$ cat src/rtl/button_sequence_capture.sv
// button_sequence_capture
//   Records the player's button presses for one round, after the LED pattern
//   playback has finished. Each raw button is synchronised, debounced and
//   rising-edge detected. Every valid single-button press stores that button's
//   index (0-7) into the next ordered slot. When the level-dependent target
//   count (8/12/16) is reached, capture stops and end_signal is held high.
//
// Ports
//   clk          in   system clock
//   rst          in   synchronous active-high reset
//   enable       in   capture permitted; low returns the block to IDLE
//   level[2:0]   in   one-hot level: 001 -> 8, 010 -> 12, 100 -> 16 presses
//   botton[7:0]  in   raw asynchronous buttons, active-high, bit i = button i+1
//   seq_flat     out  slot k at [k*IDX_W +: IDX_W], slot 0 = first press
//   count[4:0]   out  number of slots filled
//   end_signal   out  high while the target count has been reached
//   multi_press  out  one-cycle pulse for a rejected simultaneous press
//   led_echo     out  debounced button state
//
// FSM states
//   state     | meaning
//   ----------+-----------------------------------------------------------
//   S_IDLE    | slots/count cleared, waiting for enable with a valid level
//   S_ARM     | target latched, waiting for every button to be released
//   S_CAPTURE | recording single presses into slots
//   S_DONE    | target reached, slots frozen, end_signal high

module button_sequence_capture #(
  parameter int MAX_LEN         = 16,
  parameter int IDX_W           = 3,
  parameter int DEBOUNCE_CYCLES = 4
) (
  input  logic                     clk,
  input  logic                     rst,
  input  logic                     enable,
  input  logic [2:0]               level,
  input  logic [7:0]               botton,
  output logic [MAX_LEN*IDX_W-1:0] seq_flat,
  output logic [4:0]               count,
  output logic                     end_signal,
  output logic                     multi_press,
  output logic [7:0]               led_echo
);

  localparam int CNT_W = $clog2(DEBOUNCE_CYCLES + 1);

  typedef enum logic [1:0] {
    S_IDLE    = 2'd0,
    S_ARM     = 2'd1,
    S_CAPTURE = 2'd2,
    S_DONE    = 2'd3
  } state_e;

  state_e state_q, state_d;

  logic [7:0]       sync1_q, sync2_q;
  logic [7:0]       db_q, db_d;
  logic [7:0]       db_prev_q;
  logic [CNT_W-1:0] dbc_q [8];
  logic [CNT_W-1:0] dbc_d [8];

  logic [4:0]               target_q, target_d;
  logic [4:0]               count_q, count_d;
  logic [MAX_LEN*IDX_W-1:0] seq_q, seq_d;
  logic                     multi_q, multi_d;

  logic [7:0]       pe;
  logic             pe_single;
  logic             pe_multi;
  logic [IDX_W-1:0] pe_idx;
  logic             lvl_valid;
  logic [4:0]       lvl_target;

  logic wr_en;
  logic clear_en;
  logic multi_set;
  logic target_ld;

  // ---------------------------------------------------------------------------
  // Input path: synchroniser and per-bit debounce.
  // The counter tracks how many consecutive samples the synchronised value
  // has disagreed with db; db flips on the next disagreeing sample once the
  // count has reached DEBOUNCE_CYCLES.
  // ---------------------------------------------------------------------------
  always_comb begin
    db_d = db_q;
    for (int i = 0; i < 8; i++) begin
      dbc_d[i] = '0;
      if (sync2_q[i] != db_q[i]) begin
        if (dbc_q[i] == CNT_W'(DEBOUNCE_CYCLES)) begin
          db_d[i] = ~db_q[i];
        end else begin
          dbc_d[i] = dbc_q[i] + CNT_W'(1);
        end
      end
    end
  end

  always_ff @(posedge clk) begin
    if (rst) begin
      sync1_q   <= '0;
      sync2_q   <= '0;
      db_q      <= '0;
      db_prev_q <= '0;
      for (int i = 0; i < 8; i++) begin
        dbc_q[i] <= '0;
      end
    end else begin
      sync1_q   <= botton;
      sync2_q   <= sync1_q;
      db_q      <= db_d;
      db_prev_q <= db_q;
      for (int i = 0; i < 8; i++) begin
        dbc_q[i] <= dbc_d[i];
      end
    end
  end

  // Press events. A new edge while another button is already held still
  // yields a one-hot pe, so it counts as a single press.
  assign pe        = db_q & ~db_prev_q;
  assign pe_single = ($countones(pe) == 1);
  assign pe_multi  = ($countones(pe) > 1);

  always_comb begin
    pe_idx = '0;
    for (int i = 0; i < 8; i++) begin
      if (pe[i]) pe_idx = IDX_W'(i);
    end
  end

  always_comb begin
    lvl_valid  = 1'b1;
    lvl_target = 5'd0;
    case (level)
      3'b001:  lvl_target = 5'd8;
      3'b010:  lvl_target = 5'd12;
      3'b100:  lvl_target = 5'd16;
      default: lvl_valid  = 1'b0;
    endcase
  end

  // ---------------------------------------------------------------------------
  // FSM: state register / next state / outputs
  // ---------------------------------------------------------------------------
  always_ff @(posedge clk) begin
    if (rst) state_q <= S_IDLE;
    else     state_q <= state_d;
  end

  always_comb begin
    state_d = state_q;
    case (state_q)
      S_IDLE: begin
        if (enable && lvl_valid) state_d = S_ARM;
      end
      S_ARM: begin
        if (!enable)          state_d = S_IDLE;
        else if (db_q == '0)  state_d = S_CAPTURE;
      end
      S_CAPTURE: begin
        if (!enable) state_d = S_IDLE;
        else if (pe_single && ((count_q + 5'd1) == target_q)) state_d = S_DONE;
      end
      S_DONE: begin
        if (!enable) state_d = S_IDLE;
      end
      default: state_d = S_IDLE;
    endcase
  end

  always_comb begin
    end_signal = (state_q == S_DONE);
    target_ld  = (state_q == S_IDLE) && enable && lvl_valid;
    // Dropping enable clears the slots on the same edge that returns to IDLE.
    clear_en   = (state_q == S_IDLE) || !enable;
    wr_en      = (state_q == S_CAPTURE) && enable && pe_single;
    multi_set  = (state_q == S_CAPTURE) && enable && pe_multi;
  end

  // ---------------------------------------------------------------------------
  // Slot / count datapath
  // ---------------------------------------------------------------------------
  always_comb begin
    target_d = target_q;
    count_d  = count_q;
    seq_d    = seq_q;
    multi_d  = multi_set;
    if (target_ld) target_d = lvl_target;
    if (clear_en) begin
      count_d = '0;
      seq_d   = '0;
    end else if (wr_en) begin
      for (int k = 0; k < MAX_LEN; k++) begin
        if (count_q == 5'(k)) seq_d[k*IDX_W +: IDX_W] = pe_idx;
      end
      count_d = count_q + 5'd1;
    end
  end

  always_ff @(posedge clk) begin
    if (rst) begin
      target_q <= '0;
      count_q  <= '0;
      seq_q    <= '0;
      multi_q  <= 1'b0;
    end else begin
      target_q <= target_d;
      count_q  <= count_d;
      seq_q    <= seq_d;
      multi_q  <= multi_d;
    end
  end

  assign seq_flat    = seq_q;
  assign count       = count_q;
  assign multi_press = multi_q;
  assign led_echo    = db_q;

endmodule

$ cat config.mk
export PLATFORM = sky130hd
export DESIGN_NAME = button_sequence_capture
export DESIGN_NICKNAME = d
export VERILOG_FILES = /design/src/rtl/button_sequence_capture.sv
export SDC_FILE = /design/constraint.sdc
export NUM_CORES = 1
export LEC_CHECK = 0
export BUFFER_PORTS_ARGS = -buffer_cell sky130_fd_sc_hd__buf_4
export CAP_MARGIN = 20
export CORE_AREA = 2 2 112 114
export CTS_CLUSTER_SIZE = 12
export DETAILED_ROUTE_END_ITERATION = 12
export DIE_AREA = 0 0 114 116
export HOLD_SLACK_MARGIN = 0.1
export PLACE_DENSITY = 0.71
export SYNTH_ARGS = -nofsm -noshare
export SYNTH_HDL_FRONTEND = slang
export SYNTH_SLANG_ARGS = --single-unit
$ cat constraint.sdc
create_clock -name clk -period 4.3 [get_ports clk]
set_input_delay 0.43 -clock clk [delete_from_list [all_inputs] [get_ports clk]]
set_output_delay 0.43 -clock clk [all_outputs]
set_load 0.02 [all_outputs]
**After elaboration in Yosys (flattened, before gate mapping)**

Memory sizes are Yosys's and may differ from the RTL's.
Index checks and enable logic that the tools add are counted.

- Register bits: 93
- Memory bits (writable): 24
- Memories: 1

- $add $sub $neg: 16
- $lt $le $gt $ge: 1
- Eq/ne operators: 43
- Muxes and demuxes: 43
- Bitwise logic cells: 18
- Reductions and logical operators: 39

Memories:

| memory | words | bits a word | read ports | clocked after memory_dff | wr ports | RTL line | source |
|---|---|---|---|---|---|---|---|
| dbc_q | 8 | 3 | 8 | 0 | 8 | 59 | `logic [CNT_W-1:0] dbc_q [8];` |

Operators by type and width:

| cell | number |
|---|---|
| 3-bit 2-to-1 mux | 30 |
| 2-bit AND reduction | 24 |
| 5-bit by 4-bit equality test with 1-bit output, second input constant | 8 |
| 32-bit by 2-bit equality test with 1-bit output, second input constant | 1 |
| 3-bit equality test, second input constant | 9 |
| 3-bit by 1-bit adder with 3-bit output, second input constant | 8 |
| 5-bit by 3-bit equality test with 1-bit output, second input constant | 4 |
| 5-bit case mux with 3 select lines | 1 |
| 2-bit 2-to-1 mux | 6 |
| 5-bit by 2-bit equality test with 1-bit output, second input constant | 2 |
| 1-bit by 1-bit adder with 2-bit output | 4 |
| 8-bit AND | 1 |
| 8-bit logical NOT | 1 |
| 1-bit inequality test | 8 |
| 1-bit NOT | 8 |
| 8-bit NOT | 1 |
| 1-bit bitwise OR | 8 |
| 2-bit case mux with 4 select lines | 1 |
| 1-bit logical AND | 7 |
| 2-bit by 2-bit adder with 3-bit output | 2 |
| 3-bit inequality test, second input constant | 2 |
| 5-bit by 1-bit adder with 5-bit output, second input constant | 1 |
| 5-bit by 1-bit equality test with 1-bit output, second input constant | 1 |
| 5-bit equality test | 1 |
| other kinds (15) | 21 |

**Depth between registers and ports, before layout**

Gate-level depths: netlist (run 1).

- Depth in word-level cells: 10
- Depth in mapped cells: 16

**Least setup slack after synthesis (run 1)**

Ideal clock, no wire load.

- Kind: reg-to-reg
- Start: register db_q[3] (netlist: led_echo[3])
- End: register seq_q[11] (netlist: seq_flat[11])
- Setup time: 0.072 ns
- Arrival: 3.857 ns
- Data required time: 4.228 ns
- Slack: 0.371 ns
- Stages on the path, launching flop included: 15
- Path buffers: 1
- Period minus slack after synthesis: 3.929 ns
- Cell sequence: dfxtp_1 > nor2b_1 > fa_1 > inv_1 > fa_1 > fa_1 > inv_1 > ha_1 > inv_1 > fa_1 > a211oi_2 > mux2i_1 > buf_6 > nor4_2 > mux2i_1

- Word-level cells in the longest chain between the ends: 7
- Elaborated cells between the ends (all ways): 12

RTL lines:

| what | RTL line | source |
|---|---|---|
| from (decl) | 57 | `logic [7:0] db_q, db_d;` |
| from (signal assigned) | 103 | `db_q <= '0;` |
| from (signal assigned) | 111 | `db_q <= db_d;` |
| 8-bit AND * | 121 | `assign pe = db_q & ~db_prev_q;` |
| 1-bit by 1-bit adder with 2-bit output (not written as such) | 122 | `assign pe_single = ($countones(pe) == 1);` |
| 2-bit by 2-bit adder with 3-bit output (not written as such) | 122 |  |
| 3-bit by 3-bit adder with 4-bit output (not written as such) | 122 |  |
| 32-bit by 2-bit equality test with 1-bit output | 122 |  |
| 1-bit logical AND | 177 | `wr_en = (state_q == S_CAPTURE) && enable && pe_single;` |
| 2-bit AND reduction (no source line) | - |  |
| to (signal assigned) | 210 | `seq_q <= seq_d;` |
| to (decl) | 64 | `logic [MAX_LEN*IDX_W-1:0] seq_q, seq_d;` |

Mark *: on every way between the ends. The rest lies on a longest branch, timed or not.
A chain may end at the register's enable or synchronous reset.

**Final worst setup path (run 1)**

- Start: register db_q[3] (netlist: led_echo[3])
- End: register seq_q[17] (netlist: seq_flat[17])

The elaborated chain is that of the path after synthesis.

==> reports/qor.log, run 1 <==
qor: logic_synthesis.number_of_warnings_reported_in_the_yosys_synthesis_log 0
qor: grt.remaining_global_route_overflow 0
qor: grt.first_global_vias 4,335
qor: sta.timing.setup.tns 0 ns
qor: clocking.htree_levels 4
qor: drt.drc_markers 0
qor: placed_design.dpl.hpwl 8782 um
qor: critical_path.critPathKind register to register
qor: logic_synthesis.netlist_instances 549
qor: sta.timing.final.hold_violations 0
qor: drt.detail-route-antenna-nets 0
qor: clocking.cts_tree yes
qor: logic_synthesis.synth-seq-area-share 0.4448
qor: sta.slew_violations 0
qor: drt.detailroute.via_count 4,375
qor: logic_synthesis.netlist.top_cell.by_area sky130_fd_sc_hd__dfxtp_1
qor: floorplan.die_w 114 um
qor: min_path.hold_path_startpoint botton[1]
qor: logic_synthesis.yosysMostFrequentCell sky130_fd_sc_hd__dfxtp_1
qor: grt.grt_most_used_layer met2
qor: clocking.cts.sinks 115
qor: sta.min_period_over_period 0.9621
qor: run.drv.max_cap_violation_count 0
qor: drt.drtPass1Iterations 5
qor: critical_path.critical-path-max-stage-delay 0.53 ns
qor: grt.grt_use_met1 0.2261
qor: logic_synthesis.number_of_flops_mapped_to_enable_cells_by_yosys 0
qor: placed_design.io_buffers 76
qor: clocking.clkTransAtPathRegs 0.06 ns
qor: floorplan.design.portCount 77
qor: grt.grt_first_pass_wirelength 20,530 um
qor: floorplan.floorplan.die_area 13,220 um2
qor: critical_path.timing.critical_path.from_type register
qor: power.powerDensity 401.3 nW/um2
qor: clocking.clock_insertion_delay_worst_skew 0.42 ns
qor: min_path.holdCritPathClass primary input to register
qor: sta.finalHoldWorstSlack 0.2179 ns
qor: critical_path.worst-endpoint-arrival 4.48 ns
qor: sta.setup_slack_of_the_critical_path_after_layout 0.1629 ns
qor: floorplan.num_rows 40
qor: drt.post_drt_via_cell_ratio 5.524
qor: floorplan.die_h 116 um
qor: critical_path.reg2reg_slack 0.16 ns
qor: critical_path.cp_cell_sequence nor2b_1, fa_1, inv_1, fa_1, fa_1, inv_1, ha_2, inv_1, fa_2, a211oi_4, mux2i_2, nor4_1, buf_4, mux2i_1
qor: logic_synthesis.syn_area 5176 um2
qor: grt.grt_start_max_net_pins 54
qor: logic_synthesis.synth.top_cells.by_area sky130_fd_sc_hd__dfxtp_1 44%, sky130_fd_sc_hd__ha_1 6.0%, sky130_fd_sc_hd__a21oi_1 4.8%
qor: final_layout.share_of_final_layout_standard_cells_stronger_than_drive_strength_1 0.2310
qor: drt.totalWireLength 12,630 um
qor: critical_path.timing.critical_path.required 4.65 ns
qor: critical_path.worst_setup_path_end_kind register
qor: grt.met2_resource_use_gr 0.3381
qor: sta.rsz_0062_raised_after_global_routing no
qor: power.vdd.ir_drop.worst 0.0003179 V
qor: critical_path.r2r-end seq_flat[17]
qor: logic_synthesis.synth-main-ff-cell sky130_fd_sc_hd__dfxtp_1
qor: logic_synthesis.ys_async_sr_fraction 0
qor: drt.drtIter0Drc 328
qor: logic_synthesis.synth.net_count 592
qor: clocking.clockBufferDepth 2
qor: clocking.clock-root-buffer sky130_fd_sc_hd__clkbuf_16
qor: logic_synthesis.post-synth-top-area-fraction 0.4448
qor: grt.groute.usage.overall 0.1993
qor: min_path.worst_hold_path.endpoint sync1_q[1]
qor: critical_path.timing.rr.start led_echo[3]
qor: sta.slew_headroom 0.4592
qor: placed_design.globalplace.congestion 0.9218
qor: grt.grt_antenna_before_repair 0
qor: critical_path.path_max_fanout 8
qor: final_layout.nNetsFinal 675
qor: critical_path.critical-path-slowest-cell sky130_fd_sc_hd__fa_1
qor: sta.period_minus_slack 4.137 ns
qor: critical_path.cp_num_buf_inv 4
qor: min_path.whs_path_depth 2
qor: logic_synthesis.avgSynthCellArea 9.428 um2
qor: sta.tightest_slew 0.8103 ns
qor: drt.wire_per_inst 15.95 um
qor: floorplan.core 11,910 um2
qor: logic_synthesis.ys_ff_latch 115
qor: clocking.cts-buffers-inserted 17
qor: power.static-leakage-power 2.515 nW
qor: power.design_power_total 0.002659 W
qor: final_layout.area.growth.synth_to_final 27.99%
qor: grt.grt_use_met3 0.06433
qor: sta.timing.fmax 0.2417 GHz
qor: logic_synthesis.netlist-cell-type-count 52
qor: placed_design.preCtsSetupSlack 0.06803 ns
qor: critical_path.reg2reg_depth 14
qor: critical_path.worst_path_top_cell_family_by_delay adder cells
qor: run_status.outcome complete, no violations
qor: sta.final.setup_skew 0.005811 ns
qor: final_layout.antenna_cells 0
qor: floorplan.initial_standard_cell_utilization_of_the_core 0.4346
qor: logic_synthesis.synth.cells.most_frequent 115 x sky130_fd_sc_hd__dfxtp_1, 50 x sky130_fd_sc_hd__a21oi_1, 41 x sky130_fd_sc_hd__nand2_1, 37 x sky130_fd_sc_hd__inv_1, 30 x sky130_fd_sc_hd__nor3_1
qor: sta.setup-violations-final 0
-- how the worst max path moves through the flow --
stage	startpoint	endpoint	slack (ns)	depth (start not counted)
floorplan	led_echo[3]	seq_flat[11]	0.37	14
global placement	led_echo[3]	seq_flat[14]	0.25	14
detailed placement	led_echo[3]	seq_flat[1]	0.07	14
CTS	led_echo[3]	seq_flat[1]	0.10	14
global route	led_echo[3]	seq_flat[14]	0.02	13
finish	led_echo[3]	seq_flat[17]	0.16	14
-- cell families (layout without fill, tap and decap cells) --
family	Yosys count	in the layout	share of synthesized area
AND/OR/NAND/NOR	187	187	0.2093
AO/OA/AOI/OAI	116	116	0.1472
flip-flops	115	115	0.4448
buffers and inverters	67	162	0.05559
adder cells (fa/ha/maj)	29	29	0.07590
multiplexers	21	22	0.04085
XOR/XNOR	14	14	0.02635
-- flip-flops by register name, summed over array words and instances, names as in the netlist --
signal / count
seq_flat: 48
led_echo: 8
count: 5
multi_press: 1
db_prev_q: 8
target_q: 3
sync2_q: 8
dbc_q: 24
state_q: 2
sync1_q: 8
-- per-stage QoR --
stage            util  cells  area, um2
5_1_grt        0.5562    792       6625
2_1_floorplan       -    549       5176
4_1_cts        0.5505    788       6558
3_3_place_gp   0.4957    755       5904
6_report       0.5562    792       6625
3_5_place_dp   0.4963    756       5912
-- power by group --
part / leakage, nW / total, W / switching [W] / internal, W
clock: 0.308 / 0.00152 / 0.000502 / 0.00101
sequential: 0.930 / 0.00108 / 0.00000670 / 0.00108
combinational: 1.28 / 0.0000580 / 0.0000322 / 0.0000259
-- area by class of cell --
| cell class | instances | area [um2] |
|---|---|---|
| Clock inverter | 12 | 178.9 |
| Tap cell | 147 | 183.9 |
| Clock buffer | 20 | 466.7 |
| Multi-Input combinational cell | 368 | 2644 |
| Fill cell | 1044 | 5286 |
| Timing Repair Buffer | 93 | 710.7 |
| Inverter | 37 | 138.9 |
| Sequential cell | 115 | 2302 |
-- metal layers --
metal / vias up / routed length [um]
li1: 2130 / -
met4: 0 / 325
met2: 137 / 6326
met1: 2075 / 5261
met3: 33 / 715
met5: - / 0
-- timing repair --
item,4_1_cts,5_1_grt
resized for setup,0,7
hold buffers,0,0
buffers inserted,0,3
endpoints found under the setup margin,0,36
-- cells in the final DEF, fill, tap and decap left out, types with 4 or more instances in the layout --
master,Yosys,final
sky130_fd_sc_hd__inv_1,37,37
sky130_fd_sc_hd__nor4_4,4,4
sky130_fd_sc_hd__a211oi_1,21,21
sky130_fd_sc_hd__buf_4,0,92
sky130_fd_sc_hd__and3_1,19,19
sky130_fd_sc_hd__ha_1,25,24
sky130_fd_sc_hd__a21oi_1,50,50
sky130_fd_sc_hd__a31oi_1,4,4
sky130_fd_sc_hd__clkbuf_16,0,17
sky130_fd_sc_hd__mux2i_1,20,19
sky130_fd_sc_hd__dfxtp_1,115,115
sky130_fd_sc_hd__nor4_1,6,6
sky130_fd_sc_hd__o211ai_1,11,11
sky130_fd_sc_hd__nand4b_1,4,4
sky130_fd_sc_hd__nand2b_1,7,7
sky130_fd_sc_hd__nor2_1,18,17
sky130_fd_sc_hd__nor3_1,30,29
sky130_fd_sc_hd__and2_1,4,4
sky130_fd_sc_hd__o21ai_0,6,6
sky130_fd_sc_hd__o41ai_1,11,10
sky130_fd_sc_hd__nand2_1,41,41
sky130_fd_sc_hd__bufinv_16,0,4
sky130_fd_sc_hd__xor2_1,4,4
sky130_fd_sc_hd__nand3_1,14,14
sky130_fd_sc_hd__nor2b_1,25,25
sky130_fd_sc_hd__xnor2_1,9,9
-- worst reg2reg max path, cell delays in order, from the launching register on --
cell                       delay (ns)
sky130_fd_sc_hd__dfxtp_1         0.30
sky130_fd_sc_hd__nor2b_1         0.15
sky130_fd_sc_hd__fa_1            0.53
sky130_fd_sc_hd__inv_1           0.05
sky130_fd_sc_hd__fa_1            0.50
sky130_fd_sc_hd__fa_1            0.41
sky130_fd_sc_hd__inv_1           0.07
sky130_fd_sc_hd__ha_2            0.20
sky130_fd_sc_hd__inv_1           0.06
sky130_fd_sc_hd__fa_2            0.42
sky130_fd_sc_hd__a211oi_4        0.32
sky130_fd_sc_hd__mux2i_2         0.28
sky130_fd_sc_hd__nor4_1          0.42
sky130_fd_sc_hd__buf_4           0.19
sky130_fd_sc_hd__mux2i_1         0.16
Power figures use the tool's default switching activity.
==> inputs of run 2 (changes only) <==
--- a/config.mk
+++ b/config.mk
@@ -13,6 +13,7 @@
 export DIE_AREA = 0 0 114 116
 export HOLD_SLACK_MARGIN = 0.1
 export PLACE_DENSITY = 0.71
+export REMOVE_ABC_BUFFERS = 1
 export SYNTH_ARGS = -nofsm -noshare
 export SYNTH_HDL_FRONTEND = slang
 export SYNTH_SLANG_ARGS = --single-unit
==> run 2 against run 1 <==
Against the previous run: clock skew barely moved; worst setup slack improved by 0.038 ns; critical endpoint is now count[3]; first-iteration DRC count fell by 21%; worst hold slack improved by 0.016 ns; cell count fell by 1.1%; global-route usage fell by 0.46 points; die area did not move; utilization fell by 0.62 points; combinational power barely moved; via count fell by 2.0%; sequential cell count did not move; largest cell class unchanged.
==> reports/qor.log, run 2 (synthesis gave the netlist of run 1 again) <==
qor: drt.drc_markers 0 [unchanged]
qor: sta.slew_violations 0 [unchanged]
qor: drt.detailroute.via_count 4,286 [-2.0%]
qor: clocking.clockBufferDepth 2 [unchanged]
qor: final_layout.sequential_cell_area 2302 um2 [unchanged]
qor: grt.remaining_global_route_overflow 0 [unchanged]
qor: grt.first_global_vias 4,168 [-3.9%]
qor: power.static-leakage-power 2.466 nW [-1.9%]
qor: grt.groute.usage.overall 0.1947 [-0.004620]
qor: floorplan.die_h 116 um [unchanged]
qor: clocking.cts-buffers-inserted 17 [unchanged]
qor: min_path.holdCritPathClass primary input to register
qor: grt.grt_first_pass_wirelength 20,350 um [-0.87%]
qor: sta.timing.fmax 0.2440 GHz [+0.93%]
qor: drt.drtPass1Iterations 4 [-1]
qor: critical_path.worst-endpoint-arrival 4.43 ns [-0.05 ns]
qor: clocking.cts_hold_buffers 0 [unchanged]
qor: sta.setup-violations-final 0 [unchanged]
qor: clocking.clkTransAtPathRegs 0.05 ns [about the same]
qor: drt.post_drt_via_cell_ratio 5.474 [-0.91%]
qor: floorplan.num_rows 40 [unchanged]
qor: final_layout.fillCellCount 1,055 [+1.1%]
qor: final_layout.area.growth.synth_to_final 26.57%
qor: clocking.htree_levels 4 [unchanged]
qor: critical_path.worst_setup_path_startpoint led_echo[3]
qor: drt.drtIter0Drc 259 [-21%]
qor: clocking.cts.sinks 115 [unchanged]
qor: floorplan.core 11,910 um2 [unchanged]
qor: run.drv.max_cap_violation_count 0 [unchanged]
qor: sta.final.setup_skew 0.005325 ns [-0.0004867 ns]
qor: final_layout.max_ffs_per_register 48 [unchanged]
qor: placed_design.dpl.hpwl 8427 um [-4.0%]
qor: sta.timing.final.hold_violations 0 [unchanged]
qor: min_path.hold_path_startpoint botton[1]
qor: critical_path.timing.critical_path.from_type register
qor: floorplan.initial_standard_cell_utilization_of_the_core 0.4346 [unchanged]
qor: clocking.clock_insertion_delay_worst_skew 0.41 ns [about the same]
qor: sta.period_minus_slack 4.099 ns [-0.03824 ns]
qor: final_layout.finish.utilization 0.5500 [-0.006197]
qor: final_layout.nNetsFinal 668 [-1.0%]
qor: sta.setup_slack_of_the_critical_path_after_layout 0.2011 ns [+0.03824 ns]
qor: clocking.cts_tree yes
qor: clocking.postCtsSetupBuffers 0 [unchanged]
qor: final_layout.antenna_cells 0 [unchanged]
qor: critical_path.path_max_fanout 27 [+19]
qor: floorplan.design.portCount 77 [unchanged]
qor: final_layout.share_of_final_layout_standard_cells_stronger_than_drive_strength_1 0.2217 [-0.009310]
qor: floorplan.die_w 114 um [unchanged]
qor: critical_path.critPathKind register to register
qor: critical_path.timing.rr.start led_echo[3]
qor: sta.slew_headroom 0.3525 [-0.1067]
qor: sta.tightest_slew 0.9682 ns [+0.1578 ns]
qor: run_status.outcome complete, no violations
qor: grt.grt_start_max_net_pins 54 [unchanged]
qor: power.vdd.ir_drop.worst 0.0003732 V [+17%]
qor: final_layout.commonest_non_fill_non_tap_cells_in_the_layout 115 x sky130_fd_sc_hd__dfxtp_1, 84 x sky130_fd_sc_hd__buf_4, 50 x sky130_fd_sc_hd__a21oi_1
qor: sta.rsz_0062_raised_after_global_routing yes
qor: placed_design.io_buffers 76 [unchanged]
qor: placed_design.preCtsSetupSlack 0.03607 ns [-0.03196 ns]
qor: floorplan.floorplan.die_area 13,220 um2 [unchanged]
qor: clocking.clock-root-buffer sky130_fd_sc_hd__clkbuf_16
qor: sta.finalHoldWorstSlack 0.2335 ns [+0.01558 ns]
qor: sta.min_period_over_period 0.9532 [-0.008894]
qor: power.design_power_total 0.002493 W [-6.2%]
qor: critical_path.timing.critical_path.required 4.63 ns [-0.02 ns]
qor: placed_design.globalplace.congestion 0.8429 [-8.6%]
qor: power.powerDensity 380.5 nW/um2 [-5.2%]
qor: grt.grt_antenna_before_repair 0 [unchanged]
qor: final_layout.multi_input_area 2661 um2 [+0.66%]
qor: final_layout.layout.cells.most_common sky130_fd_sc_hd__dfxtp_1
qor: drt.detail-route-antenna-nets 0 [unchanged]
qor: drt.totalWireLength 12,250 um [-3.0%]
qor: drt.wire_per_inst 15.64 um [-1.9%]
qor: critical_path.worst_setup_path_end_kind register
-- run 2: cell types whose count changed in the layout (fill, tap and decap cells not counted), moves of 2 or more --
| cell | delta |
|---|---|
| sky130_fd_sc_hd__buf_12 | +2 |
| sky130_fd_sc_hd__buf_4 | -8 |
| sky130_fd_sc_hd__bufinv_16 | -3 |
| sky130_fd_sc_hd__clkbuf_1 | +2 |
| sky130_fd_sc_hd__clkbuf_8 | +4 |
| sky130_fd_sc_hd__clkinv_4 | -3 |
| sky130_fd_sc_hd__clkinvlp_4 | -3 |
| sky130_fd_sc_hd__nor4_1 | -5 |
| sky130_fd_sc_hd__nor4_2 | +4 |
-- run 2: worst paths after layout --
| check | to | slack (ns) | cells past startpoint |
|---|---|---|---|
| worst min-delay path | sync1_q[1] | 0.23 | 2 |
| worst min register to register | sync2_q[7] | 0.43 | 1 |
| worst max-delay path | count[3] | 0.20 | 14 |
| worst max register to register | count[3] | 0.20 | 14 |
-- run 2: final cells by class --
type,count,area share
clock inverter,4,0.006875
tap,147,0.02807
clock buffer,26,0.08079
inverter,37,0.02120
sequential,115,0.3514
multi-input combinational,367,0.4062
timing repair buffer,87,0.1054
-- run 2: metrics by stage --
step / instances / TNS (ns) / area [um2]
6_report: 783 / 0 / 6551
5_1_grt: 783 / -0.001334 / 6551
4_1_cts: 782 / 0 / 6475
3_5_place_dp: 752 / 0 / 5901
3_3_place_gp: 752 / 0 / 5901
2_1_floorplan: 519 / -22.77 / 5027
-- run 2: metal layers --
layer	global-route usage	share of wire	vias up
met5	0	0	-
met4	0.08211	0.0088	0
met3	0.05282	0.064	12
met2	0.3222	0.50	115
met1	0.2406	0.43	2056
li1	-	-	2103
-- run 2: repair_timing --
item                                    CTS  global route
resized for setup                         0             9
hold endpoints to repair                  0             0
endpoints found under the setup margin    0            33
-- run 2: report_power, final --
part	switching (W)	leakage, nW	total [W]	internal (W)
registers	0.00000655	0.930	0.00109	0.00108
clock network	0.000458	0.288	0.00135	0.000892
logic	0.0000320	1.25	0.0000578	0.0000258
total	0.000496	2.47	0.00249	0.00200
-- run 2: worst max-delay path: stages (launching register included) --
cell and delay [ns]:
sky130_fd_sc_hd__dfxtp_1 0.30, sky130_fd_sc_hd__nor2b_1 0.15, sky130_fd_sc_hd__fa_1 0.54, sky130_fd_sc_hd__inv_1 0.05, sky130_fd_sc_hd__fa_1 0.50, sky130_fd_sc_hd__fa_1 0.41
sky130_fd_sc_hd__inv_1 0.06, sky130_fd_sc_hd__ha_1 0.16, sky130_fd_sc_hd__inv_1 0.06, sky130_fd_sc_hd__fa_1 0.44, sky130_fd_sc_hd__a211oi_2 0.28, sky130_fd_sc_hd__mux2i_4 0.18
sky130_fd_sc_hd__buf_12 0.21, sky130_fd_sc_hd__or4_1 0.50, sky130_fd_sc_hd__a21oi_1 0.15
==> inputs of run 3 (changes only) <==
--- a/config.mk
+++ b/config.mk
@@ -5,14 +5,15 @@
 export SDC_FILE = /design/constraint.sdc
 export NUM_CORES = 1
 export LEC_CHECK = 0
+export ABC_AREA = 1
 export BUFFER_PORTS_ARGS = -buffer_cell sky130_fd_sc_hd__buf_4
 export CAP_MARGIN = 20
-export CORE_AREA = 2 2 112 114
+export CORE_AREA = 2 2 108 110
 export CTS_CLUSTER_SIZE = 12
 export DETAILED_ROUTE_END_ITERATION = 12
-export DIE_AREA = 0 0 114 116
+export DIE_AREA = 0 0 110 112
 export HOLD_SLACK_MARGIN = 0.1
-export PLACE_DENSITY = 0.71
+export PLACE_DENSITY = 0.72
 export REMOVE_ABC_BUFFERS = 1
 export SYNTH_ARGS = -nofsm -noshare
 export SYNTH_HDL_FRONTEND = slang
==> run 3 against run 2 <==
Against the previous run: area after synthesis fell by 6.7%; first-iteration DRC count fell by 22%; via count fell by 3.5%; largest cell class is now registers; worst hold slack got worse by 0.018 ns.
==> reports/qor.log, run 3 <==
qor: logic_synthesis.synth-adder-area-share 0.08135 [+0.005447]
qor: critical_path.critical-path-slowest-cell sky130_fd_sc_hd__fa_1
qor: critical_path.path_max_fanout 12 [-56%]
qor: grt.grt_use_met3 0.07084 [+0.01802]
qor: clocking.cts.sinks 115 [unchanged]
qor: clocking.clockBufferDepth 2 [unchanged]
qor: drt.detail-route-antenna-nets 0 [unchanged]
qor: drt.detailroute.via_count 4,137 [-3.5%]
qor: critical_path.cpMostUsedCell sky130_fd_sc_hd__inv_1
qor: logic_synthesis.netlist.top_cell.by_area sky130_fd_sc_hd__dfxtp_1
qor: grt.grt_first_pass_wirelength 17,260 um [-15%]
qor: sta.timing.final.hold_violations 0 [unchanged]
qor: sta.period_minus_slack 3.977 ns [-0.1218 ns]
qor: run.drv.max_cap_violation_count 0 [unchanged]
qor: sta.finalHoldWorstSlack 0.2150 ns [-0.01849 ns]
qor: critical_path.timing.critical_path.from_type register
qor: grt.grt_most_used_layer met2
qor: clocking.cts-buffers-inserted 17 [unchanged]
qor: grt.grt_start_max_net_pins 35 [-35%]
qor: final_layout.layout.cells.most_common sky130_fd_sc_hd__nor2_1
qor: final_layout.fin_area 6148 um2 [-6.1%]
qor: critical_path.timing.critical_path.required 4.60 ns [-0.03 ns]
qor: drt.drtIter0Drc 201 [-22%]
qor: grt.groute.usage.overall 0.1811 [-0.01364]
qor: sta.slew_headroom 0.5097 [+0.1572]
qor: drt.totalWireLength 10,750 um [-12%]
qor: placed_design.dpl.hpwl 7778 um [-7.7%]
qor: placed_design.placement.cell_area 5523 um2 [-6.4%]
qor: power.powerDensity 431.9 nW/um2 [+13%]
qor: drt.drtPass1Iterations 5 [+1]
qor: placed_design.io_buffers 76 [unchanged]
qor: logic_synthesis.synth.top_cells.by_area sky130_fd_sc_hd__dfxtp_1 48%, sky130_fd_sc_hd__nor2_1 11%, sky130_fd_sc_hd__inv_1 7.5%
qor: final_layout.sequential_cell_area 2302 um2 [unchanged]
qor: clocking.clock_insertion_delay_worst_skew 0.41 ns [about the same]
qor: critical_path.critPathKind register to register
qor: sta.min_period_over_period 0.9249 [-0.02832]
qor: sta.final.setup_skew 0.005912 ns [+0.0005876 ns]
qor: clocking.htree_levels 4 [unchanged]
qor: final_layout.area.growth.synth_to_final 27.31%
qor: logic_synthesis.synth_area_in_compound_gates 0.08860 [-0.05861]
qor: logic_synthesis.ys_async_sr_fraction 0 [unchanged]
qor: drt.drc_markers 0 [unchanged]
qor: drt.post_drt_via_cell_ratio 4.794 [-12%]
qor: run_status.outcome complete, no violations
qor: logic_synthesis.synth-main-ff-cell sky130_fd_sc_hd__dfxtp_1
qor: final_layout.fillCellCount 1,021 [-3.2%]
qor: sta.setup_slack_of_the_critical_path_after_layout 0.3229 ns [+0.1218 ns]
qor: floorplan.initial_standard_cell_utilization_of_the_core 0.4322 [-0.002356]
qor: sta.slew_violations 0 [unchanged]
qor: drt.wire_per_inst 12.46 um [-20%]
qor: logic_synthesis.synth-seq-area-share 0.4767 [+0.03192]
qor: logic_synthesis.syn_area 4830 um2 [-6.7%]
qor: critical_path.worst_setup_path_end_kind register
qor: floorplan.num_rows 39 [-2.5%]
qor: min_path.holdCritPathClass primary input to register
qor: floorplan.die_h 112 um [-3.4%]
qor: grt.grt_antenna_before_repair 0 [unchanged]
qor: logic_synthesis.post-synth-top-area-fraction 0.4767 [+0.03192]
qor: critical_path.worst-endpoint-arrival 4.28 ns [-0.15 ns]
qor: logic_synthesis.post_synthesis_mux_area_share 0 [-0.04085]
qor: logic_synthesis.post_synth_and_or_nand_nor_area_fraction 0.2293 [+0.01994]
qor: placed_design.globalplace.congestion 0.8049 [-4.5%]
qor: logic_synthesis.synth.cells.most_frequent 136 x sky130_fd_sc_hd__nor2_1, 115 x sky130_fd_sc_hd__dfxtp_1, 96 x sky130_fd_sc_hd__inv_1, 86 x sky130_fd_sc_hd__nand2_1, 39 x sky130_fd_sc_hd__o21ai_0
qor: final_layout.nNetsFinal 750 [+12%]
qor: logic_synthesis.number_of_warnings_reported_in_the_yosys_synthesis_log 0 [unchanged]
qor: clocking.cts_hold_buffers 0 [unchanged]
qor: power.static-leakage-power 2.838 nW [+15%]
qor: grt.first_global_vias 3,963 [-4.9%]
qor: final_layout.multi_input_area 2088 um2 [-22%]
qor: power.vdd.ir_drop.worst 0.0002737 V [-27%]
qor: clocking.clock-root-buffer sky130_fd_sc_hd__clkbuf_16
qor: final_layout.commonest_non_fill_non_tap_cells_in_the_layout 128 x sky130_fd_sc_hd__nor2_1, 115 x sky130_fd_sc_hd__dfxtp_1, 96 x sky130_fd_sc_hd__inv_1
qor: grt.grt_use_met1 0.2066 [-0.03394]
qor: sta.tightest_slew 0.7337 ns [-0.2345 ns]
qor: clocking.cts_tree yes
qor: logic_synthesis.synth_top_family_by_area simple AND/OR/NAND/NOR gates
qor: final_layout.share_of_final_layout_standard_cells_stronger_than_drive_strength_1 0.1861 [-0.03559]
qor: logic_synthesis.netlist_instances 625 [+14%]
qor: floorplan.design.portCount 77 [unchanged]
qor: logic_synthesis.synth_area_in_xor_xnor 0.02902 [+0.002668]
qor: placed_design.preCtsSetupSlack 0.1745 ns [+0.1385 ns]
qor: grt.remaining_global_route_overflow 0 [unchanged]
qor: sta.timing.setup.tns 0 ns [unchanged]
qor: logic_synthesis.ys_ff_latch 115 [unchanged]
qor: sta.setup-violations-final 0 [unchanged]
qor: critical_path.critical-path-max-stage-delay 0.43 ns [-0.11 ns]
qor: critical_path.cp_cell_sequence inv_1, nor2_2, fa_1, inv_1, fa_1, fa_1, inv_1, ha_1, inv_1, fa_1, nor2_1, nand3_1, nand2_1, nand3_4, inv_6, nand2_1, nor2_2, inv_1, nor2_1, nor2_1
qor: logic_synthesis.netlist-cell-type-count 31 [-40%]
qor: final_layout.max_ffs_per_register 48 [unchanged]
qor: clocking.clkTransAtPathRegs 0.05 ns [about the same]
qor: sta.rsz_0062_raised_after_global_routing no
qor: grt.met2_resource_use_gr 0.3010 [-0.02120]
qor: floorplan.core 11,170 um2 [-6.2%]
qor: floorplan.die_w 110 um [-3.5%]
qor: final_layout.antenna_cells 0 [unchanged]
qor: logic_synthesis.yosysMostFrequentCell sky130_fd_sc_hd__nor2_1
qor: sta.timing.fmax 0.2514 GHz [+3.1%]
qor: logic_synthesis.avgSynthCellArea 7.727 um2 [-18%]
qor: logic_synthesis.number_of_flops_mapped_to_enable_cells_by_yosys 0 [unchanged]
qor: clocking.postCtsSetupBuffers 0 [unchanged]
qor: floorplan.floorplan.die_area 12,320 um2 [-6.8%]
[run 3: layer usage]
layer | part of all wire | vias to the layer above
met5 | 0 | -
met4 | 0.011 | 0
met3 | 0.073 | 12
met2 | 0.49 | 122
met1 | 0.43 | 1915
li1 | - | 2088
[run 3: path summary, 6_finish.rpt]
| path | startpoint | end | slack [ns] | cells past startpoint |
|---|---|---|---|---|
| worst max-delay path | led_echo[3] | seq_flat[43] | 0.32 | 20 |
| worst min-delay path | botton[0] | sync1_q[0] | 0.21 | 3 |
| worst max register to register | led_echo[3] | seq_flat[43] | 0.32 | 20 |
| worst min register to register | sync1_q[0] | sync2_q[0] | 0.40 | 2 |
[run 3: worst max-delay path, delay by kind of cell, from the launching register on]
family,cells,cell delay (ns)
flip-flops,1,0.40
buffers and inverters,6,0.55
AND/OR/NAND/NOR,9,1.08
adder cells (fa/ha/maj),5,1.81
[run 3: final cells by class]
class	count	area share
inverters	105	0.06492
repair buffers	77	0.09402
well taps	143	0.02910
multi-input cells	391	0.3396
flip-flops and latches	115	0.3744
clock buffers	19	0.07204
clock inverters	13	0.02584
[run 3: cells by family after synthesis]
group,after synthesis
AOI/OAI and AO/OA,84
xor gates and xnor gates,16
adders and majority gates,29
buffers and inverters,119
DFF,115
and+or+nand+nor,262
[run 3: report_power, final]
part           internal, W  total, W  switching (W)
registers          0.00109   0.00110      0.0000168
clock network     0.000923   0.00142       0.000494
logic            0.0000473  0.000135      0.0000875
total              0.00206   0.00266       0.000598
[run 3: metrics by stage]
step | utilization | cells | power, W
floorplan | - | 611 | 0.001216
global placement | 0.4942 | 831 | 0.001253
detailed placement | 0.4942 | 831 | 0.001261
CTS | 0.5481 | 863 | 0.002681
global route | 0.5502 | 863 | 0.002753
finish | 0.5502 | 863 | 0.002655
[run 3: repair_timing]
item,CTS,global route
setup endpoints to repair,0,18
endpoints found under the hold margin,0,0
resized for setup,0,10
